**src/rtl/if_fetch_unit.sv**
```systemverilog
`default_nettype none
// ============================================================================
//  Module      : if_fetch_unit
//  Description : Instruction-fetch stage with a single-outstanding memory port
//                and a direct-mapped BTB with 2-bit counters
//                (BTB present when FETCH_BTB_EN is defined).
//  Revision    : 1.0 - initial release
// ============================================================================
module if_fetch_unit #(
    parameter int                   WORD_SIZE  = 16,
    parameter int                   BTB_IDX_W  = 3,
    parameter logic [WORD_SIZE-1:0] RESET_PC   = '0,
    parameter logic [3:0]           OPCODE_NOP = 4'hF
) (
    input  logic                 clk,
    input  logic                 reset_n,
    input  logic                 stall,
    input  logic                 flush,
    input  logic [WORD_SIZE-1:0] correct_pc,
    input  logic                 update_en,
    input  logic [WORD_SIZE-1:0] update_pc,
    input  logic [WORD_SIZE-1:0] update_target,
    input  logic                 update_taken,
    output logic                 i_readM,
    output logic [WORD_SIZE-1:0] i_address,
    input  logic                 i_ready,
    input  logic [WORD_SIZE-1:0] i_data,
    output logic [WORD_SIZE-1:0] pc_IF,
    output logic [WORD_SIZE-1:0] branch_predicted_pc_IF,
    output logic [WORD_SIZE-1:0] instruction_IF,
    output logic                 instr_valid_IF
);

    localparam logic [WORD_SIZE-1:0] c_NOP = {OPCODE_NOP, {(WORD_SIZE-4){1'b0}}};
    localparam logic [WORD_SIZE-1:0] c_ONE = {{(WORD_SIZE-1){1'b0}}, 1'b1};

    localparam logic [1:0] c_ST_FETCH = 2'd0;
    localparam logic [1:0] c_ST_PEND  = 2'd1;
    localparam logic [1:0] c_ST_DRAIN = 2'd2;

    logic [1:0]           r_state;
    logic [1:0]           w_state_next;
    logic                 r_active;
    logic [WORD_SIZE-1:0] r_pc;
    logic [WORD_SIZE-1:0] r_req_addr;
    logic                 r_outstanding;
    logic [WORD_SIZE-1:0] r_slot_pc;
    logic [WORD_SIZE-1:0] r_slot_pred;
    logic [WORD_SIZE-1:0] r_slot_instr;
    logic                 r_slot_valid;
    logic [WORD_SIZE-1:0] r_pend_pc;
    logic [WORD_SIZE-1:0] r_pend_pred;
    logic [WORD_SIZE-1:0] r_pend_instr;
    logic [WORD_SIZE-1:0] w_pred;

    logic w_issue;
    logic w_resp;
    logic w_slot_free;

    assign w_issue     = r_active && (r_state == c_ST_FETCH) && !r_outstanding;
    assign w_resp      = i_ready && r_outstanding;
    assign w_slot_free = !r_slot_valid || !stall;

    // Request line is held as a level until the response pulse.
    assign i_readM   = r_active && ((r_state == c_ST_FETCH) || (r_state == c_ST_DRAIN));
    assign i_address = r_outstanding ? r_req_addr : r_pc;

    assign pc_IF                  = r_slot_pc;
    assign branch_predicted_pc_IF = r_slot_pred;
    assign instruction_IF         = r_slot_instr;
    assign instr_valid_IF         = r_slot_valid;

`ifdef FETCH_BTB_EN
    localparam int c_ENTRIES = 2 ** BTB_IDX_W;
    localparam int c_TAG_W   = WORD_SIZE - BTB_IDX_W;

    logic [c_ENTRIES-1:0] r_btb_valid;
    logic [1:0]           r_btb_ctr    [c_ENTRIES];
    logic [c_TAG_W-1:0]   r_btb_tag    [c_ENTRIES];
    logic [WORD_SIZE-1:0] r_btb_target [c_ENTRIES];

    logic [BTB_IDX_W-1:0] w_lk_idx;
    logic [BTB_IDX_W-1:0] w_up_idx;
    logic [c_TAG_W-1:0]   w_up_tag;
    logic                 w_lk_hit;
    logic                 w_up_hit;

    assign w_lk_idx = r_pc[BTB_IDX_W-1:0];
    assign w_up_idx = update_pc[BTB_IDX_W-1:0];
    assign w_up_tag = update_pc[WORD_SIZE-1:BTB_IDX_W];
    assign w_lk_hit = r_btb_valid[w_lk_idx] && r_btb_ctr[w_lk_idx][1]
                   && (r_btb_tag[w_lk_idx] == r_pc[WORD_SIZE-1:BTB_IDX_W]);
    assign w_up_hit = r_btb_valid[w_up_idx] && (r_btb_tag[w_up_idx] == w_up_tag);
    assign w_pred   = w_lk_hit ? r_btb_target[w_lk_idx] : r_pc + c_ONE;

    always_ff @(posedge clk or negedge reset_n) begin
        if (!reset_n) begin
            r_btb_valid <= '0;
            for (int i = 0; i < c_ENTRIES; i++) r_btb_ctr[i] <= 2'd0;
        end else if (update_en) begin
            if (w_up_hit) begin
                if (update_taken) begin
                    if (r_btb_ctr[w_up_idx] != 2'd3) r_btb_ctr[w_up_idx] <= r_btb_ctr[w_up_idx] + 2'd1;
                end else if (r_btb_ctr[w_up_idx] != 2'd0) begin
                    r_btb_ctr[w_up_idx] <= r_btb_ctr[w_up_idx] - 2'd1;
                end
            end else if (update_taken) begin
                r_btb_valid[w_up_idx] <= 1'b1;
                r_btb_ctr[w_up_idx]   <= 2'd2;
            end
        end
    end

    // Tag is rewritten on a hit too; it is unchanged in that case.
    always_ff @(posedge clk) begin
        if (update_en && update_taken) begin
            r_btb_tag[w_up_idx]    <= w_up_tag;
            r_btb_target[w_up_idx] <= update_target;
        end
    end
`else
    logic w_unused_update;
    assign w_unused_update = ^{update_en, update_pc, update_target, update_taken};
    assign w_pred          = r_pc + c_ONE;
`endif

    always_comb begin
        w_state_next = r_state;
        if (flush) begin
            w_state_next = ((r_outstanding || w_issue) && !w_resp) ? c_ST_DRAIN : c_ST_FETCH;
        end else begin
            case (r_state)
                c_ST_FETCH: if (w_resp && !w_slot_free) w_state_next = c_ST_PEND;
                c_ST_PEND:  if (!stall) w_state_next = c_ST_FETCH;
                c_ST_DRAIN: if (w_resp) w_state_next = c_ST_FETCH;
                default:    w_state_next = c_ST_FETCH;
            endcase
        end
    end

    always_ff @(posedge clk or negedge reset_n) begin
        if (!reset_n) begin
            r_state  <= c_ST_FETCH;
            r_active <= 1'b0;
        end else begin
            r_state  <= w_state_next;
            r_active <= 1'b1;
        end
    end

    always_ff @(posedge clk or negedge reset_n) begin
        if (!reset_n) begin
            r_pc          <= RESET_PC;
            r_req_addr    <= '0;
            r_outstanding <= 1'b0;
            r_slot_pc     <= '0;
            r_slot_pred   <= '0;
            r_slot_instr  <= c_NOP;
            r_slot_valid  <= 1'b0;
            r_pend_pc     <= '0;
            r_pend_pred   <= '0;
            r_pend_instr  <= '0;
        end else begin
            // A request issued in a flush cycle is still tracked so DRAIN can retire it.
            if (w_resp) begin
                r_outstanding <= 1'b0;
            end else if (w_issue) begin
                r_outstanding <= 1'b1;
                r_req_addr    <= r_pc;
            end

            if (flush) begin
                r_pc         <= correct_pc;
                r_slot_valid <= 1'b0;
                r_slot_instr <= c_NOP;
            end else if ((r_state == c_ST_FETCH) && w_resp) begin
                r_pc <= w_pred;
                if (w_slot_free) begin
                    r_slot_pc    <= r_pc;
                    r_slot_pred  <= w_pred;
                    r_slot_instr <= i_data;
                    r_slot_valid <= 1'b1;
                end else begin
                    r_pend_pc    <= r_pc;
                    r_pend_pred  <= w_pred;
                    r_pend_instr <= i_data;
                end
            end else if ((r_state == c_ST_PEND) && !stall) begin
                r_slot_pc    <= r_pend_pc;
                r_slot_pred  <= r_pend_pred;
                r_slot_instr <= r_pend_instr;
                r_slot_valid <= 1'b1;
            end else if (!stall) begin
                r_slot_valid <= 1'b0;
                r_slot_instr <= c_NOP;
            end
        end
    end

endmodule
`default_nettype wire
```
**config.mk**
```make
export PLATFORM = sky130hd
export DESIGN_NAME = if_fetch_unit
export DESIGN_NICKNAME = d
export VERILOG_FILES = /design/src/rtl/if_fetch_unit.sv
export SDC_FILE = /design/constraint.sdc
export NUM_CORES = 1
export LEC_CHECK = 0
export ABC_CLOCK_PERIOD_IN_PS = 2810
export BUFFER_PORTS_ARGS = -buffer_cell sky130_fd_sc_hd__clkbuf_2
export CAP_MARGIN = 30
export CORE_MARGIN = 2
export CORE_UTILIZATION = 31
export CTS_CLUSTER_DIAMETER = 40
export CTS_CLUSTER_SIZE = 25
export DETAILED_ROUTE_END_ITERATION = 8
export PLACE_DENSITY_LB_ADDON = 0.1
export SLEW_MARGIN = 20
export SYNTH_ARGS = -nofsm -noshare
export SYNTH_HDL_FRONTEND = slang
export SYNTH_SLANG_ARGS = --single-unit
```
**constraint.sdc**
```tcl
create_clock -name clk -period 2.81 [get_ports clk]
set_clock_uncertainty 0.2 [all_clocks]
set_input_delay 0.1405 -clock clk [delete_from_list [all_inputs] [get_ports clk]]
set_output_delay 0.1405 -clock clk [all_outputs]
set_load 0.02 [all_outputs]
```
; ---- Word-level counts from Yosys, hierarchy flattened
; Cells that the tools add are included.
[totals]
ramBits = 0
word_cells = 76
out_inout_bits = 66
latchBits = 0
memories = 0
reg_bits = 133
rom_bits = 0
input_bits = 71
[classes]
n_mux = 27
order_cmp = 0
addsub = 1
eq_ne = 8
bitwise = 3
div = 0
multipliers = 0
n_reduce_logical = 25
shift = 0
[op_table]
columns = operator, n
row1 = two-way mux 16 bit, 14
row2 = "adder 16 x 1 -> 16 bit, second input constant", 1
row3 = two-way mux 2 bit, 5
row4 = "inequality test 3 bit, second input constant", 3
row5 = AND reduction 3 bit, 3
row6 = logical AND 1 bit, 8
row7 = two-way mux 1 bit, 7
row8 = case mux 2 bit (3 select lines), 1
row9 = nonzero test 2 bit, 3
row10 = logical NOT 1 bit, 5
row11 = "inequality test 4 x 1 -> 1 bit, second input constant", 1
row12 = AND reduction 2 bit, 2
row13 = logical OR 1 bit, 3
row14 = "inequality test 3 x 2 -> 1 bit, second input constant", 1
row15 = NOT 1 bit, 3
row16 = "== test 2 x 1 -> 1 bit, second input constant", 1
row17 = "== test 2 bit, second input constant", 1
row18 = logical NOT 2 bit, 1
row19 = "inequality test 2 bit, second input constant", 1

; ---- Logic depth before layout (Yosys ltp)
[depth]
word_depth = 7
depth_mapped = 7
mapped_depth_nobuf = 5

; ---- Worst setup path after synthesis
; No wires, ideal clock.
[synth_timing]
path_kind = flip-flop to flip-flop
startpoint = reg r_state[1]
endpoint = reg r_pc[15]
required_ns = 2.528
slack_ns = 0.589
path_stages_with_launch = 6
period_less_slack_ns = 2.221
t_arrival_ns = 1.939
n_path_buf = 1
setup_time_ns = 0.082
path_cell_list = dfrtp_1 -> nand4bb_1 -> buf_2 -> or4_4 -> or4_1 -> a31oi_1
[synth_via]
elab_chain_len = 3
[synth_rtl]
columns = item, line_no
row1 = start: declaration, 41  ; logic [1:0] r_state;
row2 = start signal: assignment, 143  ; r_state <= c_ST_FETCH;
row3 = start signal: assignment, 146  ; r_state <= w_state_next;
row4 = logical NOT 2 bit, 176  ; end else if ((r_state == c_ST_FETCH) && w_resp) begin
row5 = logical AND 1 bit, 176
row6 = nonzero test 2 bit (no source line), -
row7 = end signal: assignment, 173  ; r_pc <= correct_pc;
row8 = end signal: assignment, 177  ; r_pc <= w_pred;
row9 = end: declaration, 44  ; logic [WORD_SIZE-1:0] r_pc;
; Every way passes these cells.
; A chain may end at the register's enable or synchronous reset.

; ---- Worst setup path after layout
; Ends and elaborated chain as after synthesis.

==> impl_results.md <==
- Run status: finished, final reports clean
- RePlAce Congestion: slightly below 0.8
- Crit-path slowest cell: or4_4
- Clk_lat worst skew: roughly 0.4 ns
- Final hold viol count: 0
- Total net switching power: 0.00220 W
- Vias: between 4000 and 5000
- MaxCap Viol Count: 0
- Htree depth: 4
- Antenna Nets Post-Route: 0
- Clk pwr share: 0.337
- Die H: approximately 140 um
- Initial antenna violation count: 0
- Sequential Power Share: 0.388
- Pin count of the biggest net entering global routing: 95
- Fmax: about 430 MHz
- Worst Path Arrival: around 2.5 ns
- Synth Instances: just over 600
- GRT Total Usage: 0.166
- Register area share after synthesis: 0.541
- Fillers: about 2000
- CTS resizes: 0
- Sw Ratio: 0.320
- CP Class: reg -> reg
- Wire per inst: between 15 and 20 um
- Die X: 145 um
- Reg clk slew, reported paths: about 0.060 ns
- Critical-path cell list: nand4bb_2 > or4_4 > or4_1 > a31oi_1
- PortBufs: roughly 100
- Mapped cell area: between 6000 and 7000 um2
- CP startpoint kind: register
- Number of DRC markers in iteration 0: around 310
- Gate power share: 0.275
- Final Slew Violations: 0
- Cts hold-fix bufs: 36
- CORE AREA: a little under 20000 um2
- Setup TNS: 0 ns
- Remaining DRCs: 0
- Post-detailed-routing wire length: 16800 um
- Critical Path Max Stage Delay: roughly 0.6 ns
- Nets: roughly 830
- Distinct cells, synth: 43
- Syn Nets: 694
- First-pass GRT wire length: ~28000 um
- Vias per cell: around 4.8
- Fin crit share: 0.835
- CTS tree: done
- Post-synth EDFFs: 0
- Slew margin rel.: 0.569
- Clock buffers created by TritonCTS: 17
- Tot Pwr: 0.00689 W
- Seq cells post-synth: between 100 and 150
- Row Count: just over 50
- Total grt overflow: 0
- Setup crit end kind: register
- Ports: roughly 140
- Reg2reg setup slack: between 0.4 and 0.5 ns
- RR Startpoint: r_state[1]
- Hold/Removal Path Class: in -> async
- Peak VDD IR: between 0.4 and 0.5 mV
- Max clock buf depth: 2
- Synth-to-Final Area Change: 31.1%
- Syn_area_per_cell: about 9.9 um2
- Post-layout min period: 2.35 ns
- Vias in the first global route: 4954
- Area of the multi-input gates: between 2000 and 3000 um2
- Post-DP HPWL: 11300 um
- Ys Warns: 0
- Setup Buffers After CTS: 0
- Leakage: 3.76 nW
- Pre-antenna DRT Iters: 5
- CP Capture Point: r_pc[15]
- # clock sinks: approximately 130
- Largest delay share family, worst path: simple AND/OR/NAND/NOR gates
- # setup viols final: 0
- Depth of the most critical reg-to-reg path: 4
- Root buf cell: clkbuf_16
- Initial Util: 0.316
- Hold slack: 0.0200 ns
- DIE AREA: 21000 um2
- Buffers plus inverters on the worst setup path: 0
- Ys async rst share: 1.00
- Least-Margin Pin Slew: roughly 0.65 ns
- Critical path launch point: r_state[1]
- Crit Path Max Fanout: 6
- Pwr per Cell Area: 853 nW/um2
- RSZ-0062 raised after global routing: no
- RR Endpoint: r_pc[15]
- Sequential cell area: 3330 um2
- Top FF cell, synth: dfrtp_1
- Internal Power: between 0.004 and 0.005 W
- Share of post-route cells with drive strength above 1: 0.272
- WP depth: 4
- Worst EP required: approximately 2.9 ns
==> metrics by stage <==
stage / setup slack [ns] / cell area, um2 / std cells / utilization
after global routing: 0.349 / 8070 / 1031 / 0.415
after CTS: 0.444 / 8040 / 1030 / 0.413
final: 0.464 / 8070 / 1032 / 0.415
after detailed placement: 0.461 / 7060 / 962 / 0.363
after global placement: 0.301 / 7040 / 961 / 0.362
after floorplan: 0.589 / 6160 / 622 / -
==> area by class of cell <==
class / instances / area share
clock buffer: 24 / 0.0622
sequential: 133 / 0.413
clock inverter: 8 / 0.0147
tap: 265 / 0.0411
inverter: 3 / 0.00140
multi-input combinational: 433 / 0.326
timing repair buffer: 165 / 0.141
antenna: 1 / 0.000310
==> synth_stat cells, types with 4 or more instances <==
library cell | count | area share
mux2_2 | 37 | 0.068
nor3_1 | 7 | 0.0057
dfrtp_1 | 129 | 0.52
nand2_1 | 144 | 0.088
a31oi_1 | 14 | 0.014
mux2i_1 | 28 | 0.046
clkbuf_1 | 40 | 0.024
nand3_1 | 7 | 0.0057
buf_1 | 5 | 0.0030
o21ai_0 | 76 | 0.062
o211ai_1 | 7 | 0.0085
xnor2_1 | 15 | 0.021
or3_1 | 5 | 0.0051
a21oi_1 | 7 | 0.0057
nand4_1 | 12 | 0.012
o2bb2ai_1 | 12 | 0.017
nor2_1 | 22 | 0.013
xor2_1 | 5 | 0.0071
nor4_1 | 8 | 0.0081
buf_2 | 8 | 0.0065
dfstp_2 | 4 | 0.017
==> state kept, by name (all words and copies together) (netlist names) <==
name	flops
r_pc	16
r_outstanding	1
r_pend_instr	16
r_state	2
instruction_IF	16
instr_valid_IF	1
r_pend_pc	16
r_req_addr	16
r_pend_pred	16
branch_predicted_pc_IF	16
pc_IF	16
r_active	1
==> worst min path at each step <==
stage                     startpoint                        end  depth (start not counted)
after floorplan              reset_n  branch_predicted_pc_IF[0]                          0
after global placement       reset_n             r_req_addr[10]                          1
after detailed placement     reset_n             r_req_addr[15]                          1
after CTS                    reset_n              r_req_addr[6]                          2
after global routing         reset_n              r_req_addr[6]                          2
final                        reset_n              r_req_addr[6]                          2
==> power by group through the flow <==
stage,registers [W],clock network (W),logic (W)
2_1_floorplan,0.00284,0,0.00103
3_3_place_gp,0.00269,0,0.00185
3_5_place_dp,0.00271,0,0.00189
4_1_cts,0.00267,0.00237,0.00193
5_1_grt,0.00274,0.00247,0.00209
6_report,0.00267,0.00232,0.00190
==> cells by family after synthesis <==
group | Yosys count | synth area share
compound gates | 124 | 0.117
buf+inv | 56 | 0.0358
xor+xnor | 20 | 0.0284
flops | 133 | 0.541
other cells | 1 | 0.000609
fa+ha+maj | 1 | 0.00203
mux | 65 | 0.113
simple gates | 222 | 0.161
==> layout by cell type, fill, tap and decap left out, types with 2 or more instances in the layout <==
master / count
a21oi_1: 7
a2bb2oi_1: 2
a31oi_1: 14
and2_1: 3
buf_12: 3
buf_4: 23
bufinv_16: 3
clkbuf_1: 2
clkbuf_16: 17
clkbuf_2: 101
clkbuf_8: 5
clkinv_2: 4
dfrtp_1: 129
dfstp_2: 4
dlygate4sd3_1: 36
inv_1: 3
mux2_2: 37
mux2i_1: 28
nand2_1: 144
nand3_1: 7
nand4_1: 12
nor2_1: 21
nor3_1: 7
nor4_1: 8
o211ai_1: 7
o21ai_0: 76
o2bb2ai_1: 12
o31ai_1: 2
or2_2: 2
or3_1: 5
or4_1: 2
xnor2_1: 15
xor2_1: 5
==> routing by layer <==
metal,up-vias,wire length [um],track usage
li1,2421,-,-
met1,2438,8360,0.239
met2,99,7620,0.253
met3,9,716,0.0308
met4,0,132,0.0525
met5,-,0,0
(Power assumes the default switching activity.)
